File: src/rtl/wb_result_arbiter.sv
// Execute-result arbiter: picks one finishing functional unit per cycle for the
// EX/MEM priority mux and returns a one-hot ack to the winning unit.
package wb_result_arbiter_pkg;
  typedef enum logic [2:0] {
    P_ALU       = 3'd0,
    P_FPU       = 3'd1,
    P_MULU      = 3'd2,
    P_DIVU      = 3'd3,
    P_FMULU     = 3'd4,
    P_FDIVU     = 3'd5,
    P_FADD_SUBU = 3'd6
  } priority_t;
endpackage

module wb_result_arbiter
  import wb_result_arbiter_pkg::*;
#(
  parameter int unsigned NUM_UNITS    = 7,
  parameter int unsigned AGE_W        = 4,
  parameter int unsigned STARVE_LIMIT = 8
) (
  input  logic                 clk,
  input  logic                 reset,
  input  logic [NUM_UNITS-1:0] unit_done,
  input  logic                 downstream_ready,
  input  logic                 flush,
  output priority_t            p_sel,
  output logic                 p_valid,
  output logic [NUM_UNITS-1:0] unit_ack,
  output logic                 ex_stall
);

  typedef enum logic {S_IDLE, S_HOLD} state_t;

  state_t                 state_q;
  priority_t              held_sel_q;
  logic [AGE_W-1:0]       age_q [NUM_UNITS];
  logic [AGE_W-1:0]       age_d [NUM_UNITS];
  logic [NUM_UNITS-1:0]   urgent;
  logic [NUM_UNITS-1:0]   cand;
  logic [NUM_UNITS-1:0]   sel_onehot;
  priority_t              winner;

  // Fixed base priority, highest first.
  function automatic priority_t pick(input logic [NUM_UNITS-1:0] v);
    if (v[P_DIVU])           return P_DIVU;
    else if (v[P_FDIVU])     return P_FDIVU;
    else if (v[P_MULU])      return P_MULU;
    else if (v[P_FMULU])     return P_FMULU;
    else if (v[P_FADD_SUBU]) return P_FADD_SUBU;
    else if (v[P_FPU])       return P_FPU;
    else                     return P_ALU;
  endfunction

  always_comb begin
    urgent = '0;
    for (int unsigned i = 0; i < NUM_UNITS; i++) begin
      urgent[i] = unit_done[i] && (age_q[i] >= AGE_W'(STARVE_LIMIT));
    end
    cand   = (|urgent) ? urgent : unit_done;
    winner = pick(cand);
  end

  always_comb begin
    p_sel   = P_ALU;
    p_valid = 1'b0;
    if (!reset) begin
      if (state_q == S_HOLD) begin
        p_sel   = held_sel_q;
        p_valid = unit_done[held_sel_q];
      end else begin
        p_sel   = winner;
        p_valid = |unit_done;
      end
      if (flush) begin
        p_valid = 1'b0;
      end
    end
  end

  always_comb begin
    sel_onehot = NUM_UNITS'(1) << p_sel;
    unit_ack   = (p_valid && downstream_ready) ? sel_onehot : '0;
    ex_stall   = !reset && !flush && (|(unit_done & ~unit_ack));
  end

  always_comb begin
    for (int unsigned i = 0; i < NUM_UNITS; i++) begin
      age_d[i] = age_q[i];
      if (flush || unit_ack[i] || !unit_done[i]) begin
        age_d[i] = '0;
      end else if (age_q[i] != '1) begin
        age_d[i] = age_q[i] + AGE_W'(1);
      end
    end
  end

  always_ff @(posedge clk or posedge reset) begin
    if (reset) begin
      state_q    <= S_IDLE;
      held_sel_q <= P_ALU;
      for (int unsigned i = 0; i < NUM_UNITS; i++) begin
        age_q[i] <= '0;
      end
    end else begin
      for (int unsigned i = 0; i < NUM_UNITS; i++) begin
        age_q[i] <= age_d[i];
      end
      if (flush) begin
        state_q    <= S_IDLE;
        held_sel_q <= P_ALU;
      end else begin
        case (state_q)
          S_IDLE: begin
            if (p_valid && !downstream_ready) begin
              held_sel_q <= winner;
              state_q    <= S_HOLD;
            end
          end
          S_HOLD: begin
            // Leave on consume, or if the held unit withdrew its result.
            if (!unit_done[held_sel_q] || downstream_ready) begin
              state_q <= S_IDLE;
            end
          end
          default: state_q <= S_IDLE;
        endcase
      end
    end
  end

endmodule

File: config.mk
export PLATFORM = sky130hd
export DESIGN_NAME = wb_result_arbiter
export DESIGN_NICKNAME = d
export VERILOG_FILES = /design/src/rtl/wb_result_arbiter.sv
export SDC_FILE = /design/constraint.sdc
export NUM_CORES = 1
export LEC_CHECK = 0
export BUFFER_PORTS_ARGS = -buffer_cell sky130_fd_sc_hd__buf_4
export CAP_MARGIN = 0
export CORE_MARGIN = 2
export CORE_UTILIZATION = 40
export CTS_CLUSTER_DIAMETER = 60
export DETAILED_ROUTE_END_ITERATION = 7
export GPL_ROUTABILITY_DRIVEN = 0
export GPL_TIMING_DRIVEN = 0
export PLACE_DENSITY = 0.64
export RECOVER_POWER = 25
export SYNTH_ARGS = -nofsm -noshare
export SYNTH_HDL_FRONTEND = slang
export SYNTH_SLANG_ARGS = --single-unit
File: constraint.sdc
create_clock -name clk -period 3.1 [get_ports clk]
set_clock_uncertainty 0.1 [all_clocks]
set_input_delay 0.465 -clock clk [delete_from_list [all_inputs] [get_ports clk]]
set_output_delay 0.465 -clock clk [all_outputs]
set_load 0.01 [all_outputs]
==> summary.txt <==
Status = finished with violations
Failing checks = setup timing
Worst-path maximum fanout = 6
Pins Over Slew Limit = 0
Fin Setup TNS = -0.307 ns
First-pass GRT wire length = 9730 um
Pwr/cell area = 343 nW/um^2
Starting Density = 40.7%
Final WS setup = -0.204 ns
Class of the worst hold path = in -> reg
H-tree depth = 2
Worst path required time = 2.53 ns
Normalized max-slew margin = 11.6%
R2R Setup Slk = 0.18 ns
Place WS = -0.902 ns
Syn Nets = 271
Ports = 23
Post-Route WL = 5860 um
Vias in the first global route = 2086
Fin crit share = 107%
Worst setup path category = reg -> out
Root buf cell = clkbuf_8
CTS tree = built
Setup Viol. Count Final = 4
Residual DRC = 0
Total gr overflow = 0
Post-Syn Area = 2220 um^2
Clock Tree Buf Depth = 2
Worst-path clk slew = 0.07 ns
Area added between synthesis and finish = 27.8%
Hold Path Stages = 2
Nets = 314
Post-synth cell types = 49
Share of cells above drive strength 1 = 29.9%
Cell count after synthesis = 250
Post-DRT Antenna Nets = 0
Worst Reg-to-Reg Cells = 11
Worst VDD drop = 0.262 mV
Die H = 78.4 um
Worst Tran Pin Value = 1.32 ns
Setup crit start kind = flop
Iter 0 DRT Violations = 115
# hold bufs at CTS = 0
Minimum clock period = 3.30 ns
GRT Overall Usage = 19.9%
Main synth FF type = dfrtp_1
Core Region = 5440 um^2
Async SR Flop Fraction = 100%
Post-synthesis register bit count = 32
R2r startpoint = age_q[15]
Synth warn = 0
Via/cell ratio = 5.74
Total CTS buffers = 5
# port buffers = 18
Syn avg cell area = 8.86 um^2
Die area = 6150 um^2
Top cell type's share of synthesized area = 36.1%
Min-Delay Startpoint = downstream_ready
First drt pass iteration count = 4
Clock Latency Late Sink = 0.29 ns
Chip width = 78.4 um
Overall via count from detail_route = 2101
Max cap viols = 0
Unrepaired setup endpoints after global routing = true
Largest cells by area after synthesis = dfrtp_1 36%, nor2_1 6.9%, ha_1 5.6%
Clock net sink count = 32
Number of diodes = 0
Detail Placement HPWL = 3810 um
Row count = 27
CP Capture Type = primary output
Leak = 0.00126 uW
Crit path DAT = 2.74 ns
WL per Instance = 16.0 um
Filler Cells Inserted = 497
Number of synthesized flops with an enable pin = 0
Seq/Total Area, Yosys = 36.1%
Yosys top cell by area = dfrtp_1
Maximum operating frequency = 303 MHz
Largest net degree at the start of global routing = 34
Worst Hold End = state_q
Final hold vios = 0
Worst R2R End = age_q[14]
Antenna violations before repair = 0
[area by class of cell]
cell class	count	area (um^2)	share of cell area, %
buffer	6	35.0	1.24
clock buffer	8	90.1	3.18
inverter	15	58.8	2.08
multi-input combinational	196	1470	52.0
sequential	32	801	28.3
tap	72	90.1	3.18
timing repair buffer	37	285	10.1
[what timing repair did]
action	in CTS	in global routing
pin swaps	13	9
setup buffers	16	4
setup endpoints to repair	31	8
endpoints found under the hold margin	0	0
resized for setup	22	13
[worst max path at each step]
stage / slack (ns) / cells past startpoint / startpoint / to
2_1_floorplan: -0.14 / 8 / unit_done[5] / ex_stall
3_3_place_gp: -0.85 / 9 / unit_done[3] / ex_stall
3_5_place_dp: -0.90 / 9 / unit_done[3] / ex_stall
4_1_cts: -0.13 / 11 / age_q[15] / ex_stall
5_1_grt: -0.32 / 11 / age_q[15] / ex_stall
6_report: -0.20 / 12 / age_q[15] / ex_stall
[sequential cells by signal (all words and copies together), names as in the netlist]
register and flops:
age_q 28, held_sel_q 3, state_q 1
[report_power, final]
| group | internal, uW | switching (uW) | leakage, uW |
|---|---|---|---|
| clock network | 181 | 159 | 0.0000455 |
| registers | 430 | 15.7 | 0.000438 |
| logic | 79.5 | 106 | 0.000781 |
[critical path, cell delays in order (launching register included)]
cell	delay, ns
dfrtp_1	0.38
a222oi_1	0.32
buf_4	0.21
buf_4	0.13
a22o_1	0.20
a41oi_2	0.13
a21o_1	0.26
inv_4	0.11
buf_4	0.13
nand4b_1	0.10
a21boi_2	0.18
a41oi_2	0.13
buf_4	0.16
[cells in the final DEF, fill, tap and decap left out, drive strengths merged, types with 4 or more instances in the layout]
| cell | n |
|---|---|
| nor2 | 41 |
| buf | 37 |
| dfrtp | 32 |
| nand3 | 19 |
| inv | 15 |
| nand2 | 14 |
| nor3 | 14 |
| clkbuf | 14 |
| a31oi | 11 |
| ha | 10 |
| mux2i | 8 |
| xnor2 | 7 |
| mux2 | 4 |
| nor3b | 4 |
| a41oi | 4 |
| a211oi | 4 |
[cell usage after synthesis (all sizes together), types with 4 or more instances]
cell type and count:
ha 10, a41oi 4, nor2 41, inv 15, a31oi 11, a211oi 4, mux2 4, xnor2 7
nor3b 4, clkbuf 6, dfrtp 32, mux2i 8, nor3 14, nand2 14, nand3 19
[metrics by stage]
step           power, uW  hold slack, ns  util (%)  instance area [um^2]  std cells
2_1_floorplan        549           0.393         -                  2220        250
3_3_place_gp         594           0.426      44.9                  2440        340
3_5_place_dp         597           0.430      44.9                  2440        340
4_1_cts              960           0.292      50.7                  2760        363
5_1_grt             1020           0.304      52.1                  2830        366
6_report             970           0.294      52.1                  2830        366
[cell families after synthesis]
kind of cell,count (synthesis),synth area share (%)
xor gates and xnor gates,7,2.77
muxes,12,5.65
DFF,32,36.1
AOI/OAI and AO/OA,51,18.6
and+or+nand+nor,116,27.2
adders and majority gates,10,5.65
buffers and inverters,22,4.07
[layer usage]
metal / share of wire (%) / vias to the layer above / global-route usage [%]
met1: 45 / 1015 / 26.0
met3: 4.7 / 14 / 4.25
met5: 0 / - / 0
met2: 48 / 67 / 32.2
li1: - / 1005 / -
met4: 2.0 / 0 / 7.54
No activity file was read; power rests on OpenSTA's default activity.
